[src/rtl/simeck_round_engine_if.sv]
// simeck_round_engine_if
//   Groups the block/key/result handshakes of the Simeck round engine.
//   master : host side (block buffer, key-schedule RAM, result consumer)
//   slave  : engine side
// Signals:
//   in_valid/in_ready, mode, in_l, in_r : input block handshake
//   rk_idx / rk                         : round-key lookup (combinational return)
//   out_valid/out_ready, out_l, out_r   : result handshake
//   busy                                : engine holds a block (RUN or DONE)
interface simeck_round_engine_if #(
  parameter int DATAW = 16,
  parameter int RKW   = 6
);
  logic             in_valid;
  logic             in_ready;
  logic             mode;
  logic [DATAW-1:0] in_l;
  logic [DATAW-1:0] in_r;
  logic [RKW-1:0]   rk_idx;
  logic [DATAW-1:0] rk;
  logic             out_valid;
  logic             out_ready;
  logic [DATAW-1:0] out_l;
  logic [DATAW-1:0] out_r;
  logic             busy;

  modport master (
    output in_valid, mode, in_l, in_r, rk, out_ready,
    input  in_ready, rk_idx, out_valid, out_l, out_r, busy
  );

  modport slave (
    input  in_valid, mode, in_l, in_r, rk, out_ready,
    output in_ready, rk_idx, out_valid, out_l, out_r, busy
  );
endinterface

[src/rtl/simeck_round_engine.sv]
// simeck_round_engine
//   Iterative Simeck encrypt/decrypt engine: one round per clock over a
//   2*DATAW block, with round keys fetched by index from an external store.
// Ports:
//   clk    : rising-edge clock
//   reset  : asynchronous active-low reset
//   abort  : (only with SIMECK_ABORT_EN defined) drop the current block
//   bus    : simeck_round_engine_if.slave (block in, key lookup, result out)
// Optional feature macro: SIMECK_ABORT_EN
//
// state  | meaning
// -------+-----------------------------------------------------------
// S_IDLE | waiting for an input block, in_ready high
// S_RUN  | one round per cycle, rk_idx = round counter
// S_DONE | result held on out_l/out_r with out_valid until out_ready
module simeck_round_engine #(
  parameter int DATAW   = 16,
  parameter int NROUNDS = 32,
  parameter int RKW     = 6
) (
  input  logic clk,
  input  logic reset,
`ifdef SIMECK_ABORT_EN
  input  logic abort,
`endif
  simeck_round_engine_if.slave bus
);

  typedef enum logic [1:0] {
    S_IDLE = 2'd0,
    S_RUN  = 2'd1,
    S_DONE = 2'd2
  } state_t;

  localparam logic [RKW-1:0] LAST_IDX = RKW'(NROUNDS - 1);

  state_t           state_q, state_d;
  logic [RKW-1:0]   cnt_q, cnt_d;
  logic [DATAW-1:0] l_q, l_d;
  logic [DATAW-1:0] r_q, r_d;
  logic             mode_q, mode_d;

  logic [DATAW-1:0] f_in;
  logic [DATAW-1:0] f_out;
  logic [DATAW-1:0] rnd_word;
  logic             last_round;
  logic             abort_req;

`ifdef SIMECK_ABORT_EN
  assign abort_req = abort;
`else
  assign abort_req = 1'b0;
`endif

  always_ff @(posedge clk or negedge reset) begin
    if (!reset) begin
      state_q <= S_IDLE;
      cnt_q   <= '0;
      l_q     <= '0;
      r_q     <= '0;
      mode_q  <= 1'b0;
    end else begin
      state_q <= state_d;
      cnt_q   <= cnt_d;
      l_q     <= l_d;
      r_q     <= r_d;
      mode_q  <= mode_d;
    end
  end

  // Single shared round datapath: encrypt mixes f(L) into R, decrypt mixes
  // f(R) into L, so only the operand selection depends on direction.
  always_comb begin
    f_in       = mode_q ? r_q : l_q;
    f_out      = (f_in & {f_in[DATAW-6:0], f_in[DATAW-1:DATAW-5]})
               ^ {f_in[DATAW-2:0], f_in[DATAW-1]};
    rnd_word   = (mode_q ? l_q : r_q) ^ f_out ^ bus.rk;
    last_round = mode_q ? (cnt_q == '0) : (cnt_q == LAST_IDX);

    state_d = state_q;
    cnt_d   = cnt_q;
    l_d     = l_q;
    r_d     = r_q;
    mode_d  = mode_q;

    case (state_q)
      S_IDLE: begin
        if (bus.in_valid) begin
          l_d     = bus.in_l;
          r_d     = bus.in_r;
          mode_d  = bus.mode;
          cnt_d   = bus.mode ? LAST_IDX : '0;
          state_d = S_RUN;
        end
      end
      S_RUN: begin
        if (mode_q) begin
          l_d = r_q;
          r_d = rnd_word;
        end else begin
          l_d = rnd_word;
          r_d = l_q;
        end
        // Counter holds on its final value instead of wrapping.
        if (last_round) begin
          state_d = S_DONE;
        end else begin
          cnt_d = mode_q ? (cnt_q - RKW'(1)) : (cnt_q + RKW'(1));
        end
      end
      S_DONE: begin
        if (bus.out_ready) begin
          state_d = S_IDLE;
        end
      end
      default: state_d = S_IDLE;
    endcase

    // Abort wins over out_ready and discards the block without presenting it.
    if (abort_req && (state_q != S_IDLE)) begin
      state_d = S_IDLE;
      l_d     = '0;
      r_d     = '0;
      cnt_d   = '0;
    end
  end

  assign bus.in_ready  = (state_q == S_IDLE);
  assign bus.out_valid = (state_q == S_DONE);
  assign bus.busy      = (state_q == S_RUN) || (state_q == S_DONE);
  assign bus.rk_idx    = (state_q == S_RUN) ? cnt_q : '0;
  // Intermediate round values never leave the block; outputs read zero
  // until the result is complete.
  assign bus.out_l     = (state_q == S_DONE) ? l_q : '0;
  assign bus.out_r     = (state_q == S_DONE) ? r_q : '0;

endmodule

[src/flat_wrapper.sv]
// flat-port wrapper written by rule: the top's interface ports become plain ports
module simeck_round_engine_flat 
#(
  parameter int DATAW   = 16,
  parameter int NROUNDS = 32,
  parameter int RKW     = 6
)
  (clk, reset, bus_in_valid, bus_mode, bus_in_l, bus_in_r, bus_rk, bus_out_ready, bus_in_ready, bus_rk_idx, bus_out_valid, bus_out_l, bus_out_r, bus_busy);
  simeck_round_engine_if #(.DATAW(DATAW), .RKW(RKW)) bus_i ();
  input  logic clk;
  input  logic reset;
  input wire logic [$bits(bus_i.in_valid)-1:0] bus_in_valid;
  input wire logic [$bits(bus_i.mode)-1:0] bus_mode;
  input wire logic [$bits(bus_i.in_l)-1:0] bus_in_l;
  input wire logic [$bits(bus_i.in_r)-1:0] bus_in_r;
  input wire logic [$bits(bus_i.rk)-1:0] bus_rk;
  input wire logic [$bits(bus_i.out_ready)-1:0] bus_out_ready;
  output wire logic [$bits(bus_i.in_ready)-1:0] bus_in_ready;
  output wire logic [$bits(bus_i.rk_idx)-1:0] bus_rk_idx;
  output wire logic [$bits(bus_i.out_valid)-1:0] bus_out_valid;
  output wire logic [$bits(bus_i.out_l)-1:0] bus_out_l;
  output wire logic [$bits(bus_i.out_r)-1:0] bus_out_r;
  output wire logic [$bits(bus_i.busy)-1:0] bus_busy;
  assign bus_i.in_valid = bus_in_valid;
  assign bus_i.mode = bus_mode;
  assign bus_i.in_l = bus_in_l;
  assign bus_i.in_r = bus_in_r;
  assign bus_i.rk = bus_rk;
  assign bus_i.out_ready = bus_out_ready;
  assign bus_in_ready = bus_i.in_ready;
  assign bus_rk_idx = bus_i.rk_idx;
  assign bus_out_valid = bus_i.out_valid;
  assign bus_out_l = bus_i.out_l;
  assign bus_out_r = bus_i.out_r;
  assign bus_busy = bus_i.busy;
  simeck_round_engine #(.DATAW(DATAW), .NROUNDS(NROUNDS), .RKW(RKW)) u_core (.clk(clk), .reset(reset), .bus(bus_i));
endmodule
[config.mk]
export PLATFORM = sky130hd
export DESIGN_NAME = simeck_round_engine_flat
export DESIGN_NICKNAME = d
export VERILOG_FILES = /design/src/rtl/simeck_round_engine_if.sv /design/src/rtl/simeck_round_engine.sv /design/src/flat_wrapper.sv
export SDC_FILE = /design/constraint.sdc
export NUM_CORES = 1
export LEC_CHECK = 0
export CAP_MARGIN = 5
export CORE_AREA = 8 8 107 109
export DETAILED_ROUTE_END_ITERATION = 10
export DIE_AREA = 0 0 115 117
export PLACE_DENSITY_LB_ADDON = 0.25
export SETUP_SLACK_MARGIN = 0.02
export SYNTH_ARGS = -nofsm -noshare
export SYNTH_HDL_FRONTEND = slang
export SYNTH_SLANG_ARGS = --single-unit
[constraint.sdc]
create_clock -name clk -period 4.9 [get_ports clk]
set_input_delay 1.225 -clock clk [delete_from_list [all_inputs] [get_ports clk]]
set_output_delay 1.225 -clock clk [all_outputs]
set_load 0.01 [all_outputs]
==> impl_summary.txt, run 1 <==
----------------------------------------------------
[Worst setup path]
  Peak fanout along the critical path ... 34
  Slowest cell on the critical path ... sky130_fd_sc_hd__ha_1
  Required time at the endpoint of the critical path ... 3.67 ns
  Crit end category ... output port
  Arrival @ worst endpoint ... about 2.4 ns
  WS Path Type ... register to output port
  Startpoint class of the critical path ... register
  Register-to-register setup slack ... about 2.1 ns
  Peak per-stage delay on the critical path ... 0.82 ns
  Crit-path cells ... inv_1 -> ha_1 -> and2_1 -> clkdlybuf4s50_1

[Clock network]
  H-tree levels ... 2
  # resized after CTS ... 0
  CTS tree ... built
  Clock sinks ... 41
  Clock Tree Root ... sky130_fd_sc_hd__clkbuf_8
  Hold-fix buffers, CTS ... 0
  Clock-pin slew on the worst setup and hold paths ... 0.08 ns
  Source-to-sink clock delay at the later pin of the worst-skew pair ... 0.30 ns
  Setup fix buffers added after clock tree synthesis ... 0
  Worst-case clock buffer depth ... 2
  TritonCTS Buffers ... 5

[Global route]
  Initial antenna violation count ... 0
  Total global-route track usage ... 16.97%
  Total congestion overflow ... 0
  Global-route wire length before repair ... 18020 um
  Pin count of the biggest net entering global routing ... 45
  Number of global-route vias before repair ... between 3000 and 4000

[Synth]
  Async set or reset register ratio after synthesis ... 100.0%
  Number of enable flip-flop cells after synthesis ... 0
  Yosys cell types ... 43
  Mean instance size in the synthesized netlist ... 8.402 um^2
  Warning count from the yosys run ... 0
  Syn_nets ... 522
  Post-Synthesis Cells ... 460
  Post-synth design cell area ... slightly below 4000 um^2
  Count of state elements after synthesis ... 41
  Most frequently used flop master after synthesis ... sky130_fd_sc_hd__dfrtp_1
  Share of the yosys chip area belonging to registers ... 26.55%

[Place]
  Placed Instance Area ... 4666 um^2
  Placer congestion estimate ... 0.8020
  Port Buffer Count ... 93
  Post-detail-place hpwl ... 8133 um

[Timing]
  Number of failing hold endpoints at the final stage ... 0
  Aggregate negative setup slack ... 0 ns
  Final setup viols ... 0
  Top achievable clock speed ... 272.5 MHz
  Transition time at the pin with the least slew margin ... 1.233 ns
  Final Skew ... 0.006772 ns
  Unrepaired setup endpoints after global routing ... false
  Max-slew violation count ... 0
  Final worst path period share ... around three quarters
  Slew Limit Headroom ... 16.06%
  Minimum clock period after layout ... 3.670 ns

[Power]
  PD cells ... 739.7 nW/um^2
  Combinational group share of total power ... 64.6%
  PnR Total Power ... around 0.0036 W
  Worst VDD drop ... just under 0.0005 V
  P_leak ... 1.825 nW
  Sw power ... 0.001622 W
  Sw Ratio ... a little under half
  Share of total power in the clock network ... 9.3%
  Internal portion of total power ... 0.001928 W
  Fraction of power consumed by sequential logic ... 26.1%

[Cells and area]
  ANT cells ... 0
  Top library cells by usage in the layout, fill and taps aside ... 92 x sky130_fd_sc_hd__clkdlybuf4s50_1, 86 x sky130_fd_sc_hd__xnor2_1, 48 x sky130_fd_sc_hd__nand2_1
  Fraction of layout instances using a drive strength above 1 ... approximately 3.1%
  Most frequent standard cell in the layout excluding fill and tap cells ... sky130_fd_sc_hd__clkdlybuf4s50_1
  Synthesis-to-layout area growth ... 24.18%
  Final cell area excluding filler cells ... approximately 4800 um^2
  Total number of nets in the final design ... 569
  Final core occ ... approximately half

[Floorplanning]
  Die span in y ... 117 um
  Core Region ... slightly below 10000 um^2
  FP Rows ... 37
  Number of ports placed on the die boundary ... 94
  Die area ... 13460 um^2
  Die width ... 115 um
  Starting density of the core ... 39.01%

[Detailed routing]
  Top layer used by detailed routing ... met4
  Detail Route met2 WL ... 5244 um
  Final routed wire length divided by cell count ... 17.38 um
  Final ANT Viol Nets ... 0
  Met3 wire length ... 898 um
  Count of unresolved DRC violations after routing ... 0
  Routed metal-1 wire length ... 4908 um
  First drt pass iteration count ... 5
  WL final ... 11190 um
  Iteration-0 DRC Markers ... 170
  Via total after detailed routing ... 3286
  DR vias/cell ... 5.102

[Hold path]
  Worst min-delay path category ... register to register

[Run status]
  Run status ... completed

[Run]
  Max cap viols ... 0

----------------------------------------------------
-- cells by family after synthesis --
logic type,count (synthesis),synth area share [%]
and+or+nand+nor,155,20.95
xor gates and xnor gates,99,22.43
buffers and inverters,61,8.611
AOI/OAI and AO/OA,90,16.64
muxes,5,1.716
DFF,41,26.55
adders and majority gates,9,3.108
-- layout make-up --
cell class | count | area (um^2)
clock buffers | 5 | 68.82
clock inverters | 3 | 65.06
fillers | 989 | 5107
inverters | 6 | 22.52
multi-input cells | 358 | 2506
flip-flops and latches | 41 | 1026
well taps | 136 | 170.2
repair buffers | 95 | 940.9
-- metal layers --
layer | GRT usage, % | vias to the layer above
li1 | - | 1616
met4 | 3.853 | 0
met3 | 4.207 | 11
met1 | 22.04 | 1557
met2 | 27.83 | 102
met5 | 0 | -
-- worst max-delay path: cells and delay by family, from the launching register on --
| kind | cells | cell delay [ns] |
|---|---|---|
| and+or+nand+nor | 1 | 0.24 |
| adders and majority gates | 1 | 0.82 |
| DFF | 1 | 0.42 |
| buffers and inverters | 2 | 0.65 |
-- flip-flops by register name (all words and copies together) (netlist names) --
name            cells
u_core.state_q      2
u_core.mode_q       1
u_core.l_q         16
u_core.r_q         16
u_core.cnt_q        6
-- power groups by stage --
stage               registers, W  logic (W)  clock network [W]
floorplan               0.000580    0.00214                  0
CTS                     0.000925    0.00231           0.000336
global placement        0.000925    0.00225                  0
global route            0.000967    0.00253           0.000350
detailed placement      0.000932    0.00229                  0
finish                  0.000926    0.00229           0.000329
-- through the flow --
step | setup WS, ns | instances | hold slack, ns
6_report | 1.230 | 644 | 0.5320
2_1_floorplan | 2.366 | 460 | 0.4910
4_1_cts | 1.177 | 644 | 0.5381
3_3_place_gp | 1.395 | 636 | 0.5101
3_5_place_dp | 1.318 | 636 | 0.5195
5_1_grt | 0.9991 | 644 | 0.5543
-- synth_stat cells (2+ instances only) --
cell type	n	area share, %
sky130_fd_sc_hd__o22a_1	10	2.3
sky130_fd_sc_hd__a21oi_1	34	4.4
sky130_fd_sc_hd__clkbuf_2	3	0.39
sky130_fd_sc_hd__and2_1	40	6.5
sky130_fd_sc_hd__a21o_1	3	0.58
sky130_fd_sc_hd__o211ai_1	5	0.97
sky130_fd_sc_hd__nor3b_1	2	0.39
sky130_fd_sc_hd__nand2_1	48	4.7
sky130_fd_sc_hd__nand3_1	4	0.52
sky130_fd_sc_hd__mux2_1	2	0.58
sky130_fd_sc_hd__nand2b_1	5	0.81
sky130_fd_sc_hd__xor2_1	13	2.9
sky130_fd_sc_hd__a221o_1	22	5.7
sky130_fd_sc_hd__clkbuf_1	10	0.97
sky130_fd_sc_hd__nor2b_1	20	3.2
sky130_fd_sc_hd__buf_6	2	0.58
sky130_fd_sc_hd__xnor2_1	86	19
sky130_fd_sc_hd__o22ai_1	10	1.6
sky130_fd_sc_hd__dfrtp_1	41	27
sky130_fd_sc_hd__o21ai_0	2	0.26
sky130_fd_sc_hd__buf_4	14	2.7
sky130_fd_sc_hd__inv_1	6	0.58
sky130_fd_sc_hd__nor2_1	26	2.5
sky130_fd_sc_hd__ha_1	8	2.6
sky130_fd_sc_hd__buf_2	26	3.4
-- path summary, 6_finish.rpt --
check / end / from / cells after the start
setup / recovery: bus_out_r[4] / u_core.state_q[0] / 4
hold / removal: u_core.state_q[1] / u_core.state_q[1] / 1
setup reg to reg: u_core.l_q[0] / u_core.state_q[0] / 5
hold reg to reg: u_core.state_q[1] / u_core.state_q[1] / 1
max in group asynchronous: u_core.cnt_q[3] / reset / 1
min in group asynchronous: u_core.r_q[2] / reset / 1
Power figures use the tool's default switching activity.
==> run 2: changes to the inputs <==
==> constraint.sdc (replaced) <==
create_clock -name clk -period 3.3 [get_ports clk]
set_input_delay 0.825 -clock clk [delete_from_list [all_inputs] [get_ports clk]]
set_output_delay 0.825 -clock clk [all_outputs]
set_load 0.01 [all_outputs]
==> run 2 against run 1 <==
  * Flip-flop and latch count did not move
  * Via count rose by 2.0%
  * Total power rose by 45%
  * Wire length rose by 0.63%
  * Sequential power rose by 48%
  * Clock-buffer cell count rose by 1
  * Hold slack improved by 0.014 ns
  * Die area did not move
  * First-iteration DRC count rose by 43%
  * Clock power barely moved
  * Global-route usage rose by 0.25 points
  * Highest routed layer unchanged
==> impl_summary.txt, run 2 (synthesis gave the netlist of run 1 again) <==
----------------------------------------------------
[Run status]
  Run status ... completed

[Timing]
  Max-slew violation count ... 0 (unchanged)
  Final setup viols ... 0 (unchanged)
  Unrepaired setup endpoints after global routing ... false
  Aggregate negative setup slack ... 0 ns (unchanged)
  Final Skew ... 0.006299 ns (-0.0004731 ns)
  Number of failing hold endpoints at the final stage ... 0 (unchanged)
  Transition time at the pin with the least slew margin ... 0.9571 ns (-0.2757 ns)
  Minimum clock period after layout ... 2.957 ns
  Smallest setup slack after layout ... 0.3429 ns (-0.8874 ns)
  Worst hold-check slack ... 0.5463 ns (+0.01427 ns)
  Top achievable clock speed ... 338.2 MHz
  Final worst path period share ... 89.61%
  Slew Limit Headroom ... 36.20% (+20 points)

[Power]
  Combinational group share of total power ... 66.9% (+2.3 points)
  Sw Ratio ... 46.83% (+1.1 points)
  P_leak ... 1.821 nW (-0.19%)
  Fraction of power consumed by sequential logic ... 26.7% (+0.6 points)
  Share of total power in the clock network ... 6.3% (-3.0 points)
  Internal portion of total power ... 0.002731 W (+42%)
  PnR Total Power ... 0.005137 W (+45%)
  PD cells ... 1075 nW/um^2 (+45%)
  Worst VDD drop ... 0.0005316 V (+7.1%)
  Sw power ... 0.002405 W (+48%)

[Worst setup path]
  Crit end category ... output port
  Crit-path cells ... inv_1 -> ha_1 -> clkdlybuf4s50_1
  Startpoint class of the critical path ... register
  Beginning of the worst register-to-register path ... u_core.state_q[0]
  Register-to-register setup slack ... 0.86 ns (-1.24 ns)
  Worst reg2reg path depth ... 6 (+1)
  Slowest cell on the critical path ... sky130_fd_sc_hd__clkdlybuf4s50_1
  Peak per-stage delay on the critical path ... 0.68 ns (-0.14 ns)
  Reg2reg end ... u_core.l_q[0]
  WS Path Type ... register to output port
  Arrival @ worst endpoint ... 2.13 ns (-0.31 ns)
  Required time at the endpoint of the critical path ... 2.47 ns (-1.20 ns)
  Peak fanout along the critical path ... 16 (-53%)
  Setup crit start ... u_core.state_q[0]
  Worst setup path endpoint ... bus_in_ready

[Floorplanning]
  FP Rows ... 37 (unchanged)
  Core Region ... 9907 um^2 (unchanged)
  Number of ports placed on the die boundary ... 94 (unchanged)
  Die span in y ... 117 um (unchanged)
  Starting density of the core ... 39.01% (unchanged)
  Die width ... 115 um (unchanged)
  Die area ... 13460 um^2 (unchanged)

[Global route]
  Initial antenna violation count ... 0 (unchanged)
  Total congestion overflow ... 0 (unchanged)
  Number of global-route vias before repair ... 3471 (-0.029%)
  Pin count of the biggest net entering global routing ... 47 (+4.4%)
  Global-route wire length before repair ... 18230 um (+1.1%)
  Total global-route track usage ... 17.22% (+0.25 points)

[Cells and area]
  Most frequent standard cell in the layout excluding fill and tap cells ... sky130_fd_sc_hd__clkdlybuf4s50_1
  Top library cells by usage in the layout, fill and taps aside ... 92 x sky130_fd_sc_hd__clkdlybuf4s50_1, 86 x sky130_fd_sc_hd__xnor2_1, 48 x sky130_fd_sc_hd__nand2_1
  Fill cells ... 1003 (+1.4%)
  Total area of sequential cells ... 1026 um^2 (unchanged)
  Fraction of layout instances using a drive strength above 1 ... 3.711% (+0.56 points)
  Final core occ ... 48.23% (-0.21 points)
  ANT cells ... 0 (unchanged)
  Total area of multi-input combinational cells ... 2506 um^2 (unchanged)
  Synthesis-to-layout area growth ... 23.63%
  Top flop regs ... u_core.l_q (16), u_core.r_q (16), u_core.cnt_q (6)
  Total number of nets in the final design ... 573 (+0.70%)

[Clock network]
  Setup fix buffers added after clock tree synthesis ... 0 (unchanged)
  Clock Tree Root ... sky130_fd_sc_hd__clkbuf_8
  Clock-pin slew on the worst setup and hold paths ... 0.08 ns (about the same)
  H-tree levels ... 2 (unchanged)
  # resized after CTS ... 0 (unchanged)
  Source-to-sink clock delay at the later pin of the worst-skew pair ... 0.29 ns (about the same)
  CTS tree ... built
  Worst-case clock buffer depth ... 2 (unchanged)
  Hold-fix buffers, CTS ... 0 (unchanged)
  TritonCTS Buffers ... 5 (unchanged)
  Clock sinks ... 41 (unchanged)

[Detailed routing]
  Iteration-0 DRC Markers ... 243 (+43%)
  Via total after detailed routing ... 3351 (+2.0%)
  WL final ... 11260 um (+0.63%)
  First drt pass iteration count ... 4 (-1)
  DR vias/cell ... 5.171 (+1.3%)
  Final ANT Viol Nets ... 0 (unchanged)
  Final routed wire length divided by cell count ... 17.38 um (about the same)
  Count of unresolved DRC violations after routing ... 0 (unchanged)

[Place]
  Placer congestion estimate ... 0.7911 (-1.4%)
  Pre-CTS setup slack ... 0.5403 ns (-0.7779 ns)
  Post-detail-place hpwl ... 8184 um (+0.63%)
  Port Buffer Count ... 93 (unchanged)

[Hold path]
  Number of instances on the worst hold path ... 1 (unchanged)
  Worst min-delay path category ... register to register

[Run]
  Max cap viols ... 0 (unchanged)

----------------------------------------------------
run 2: metrics by stage:
step | cell area [um^2] | cells
3_3_place_gp | 4696 | 640
5_1_grt | 4778 | 648
6_report | 4778 | 648
2_1_floorplan | 3865 | 460
4_1_cts | 4778 | 648
3_5_place_dp | 4696 | 640
run 2: per-layer routing:
metal | global-route usage, % | wire length [um] | up-vias
li1 | - | - | 1629
met1 | 22.75 | 5253 | 1612
met2 | 28.10 | 5179 | 97
met3 | 3.746 | 684 | 13
met4 | 4.028 | 145 | 0
met5 | 0 | 0 | -
run 2: layout make-up:
type,instances,area share [%]
inverter,6,0.4713
clock inverter,2,0.2095
clock buffer,6,1.519
sequential,41,21.47
multi-input combinational,358,52.45
timing repair buffer,99,20.32
tap,136,3.561
run 2: how the worst min path moves through the flow:
stage	start	endpoint	slack [ns]
final	u_core.state_q[1]	u_core.state_q[1]	0.55
after global routing	u_core.state_q[1]	u_core.state_q[1]	0.57
after CTS	u_core.state_q[1]	u_core.state_q[1]	0.55
after detailed placement	u_core.state_q[1]	u_core.state_q[1]	0.54
after global placement	u_core.state_q[1]	u_core.state_q[1]	0.51
after floorplan	u_core.state_q[1]	u_core.state_q[1]	0.49
run 2: power groups by stage:
stage / registers (W) / clock network (W) / logic [W]
2_1_floorplan: 0.000861 / 0 / 0.00318
3_3_place_gp: 0.00136 / 0 / 0.00337
3_5_place_dp: 0.00137 / 0 / 0.00344
4_1_cts: 0.00136 / 0.000333 / 0.00346
5_1_grt: 0.00143 / 0.000353 / 0.00381
6_report: 0.00137 / 0.000326 / 0.00344
run 2: worst max-delay path: cells and delay by family (launching register included):
family	cells	cell delay (ns)
buf+inv	2	0.78
fa+ha+maj	1	0.64
flops	1	0.42
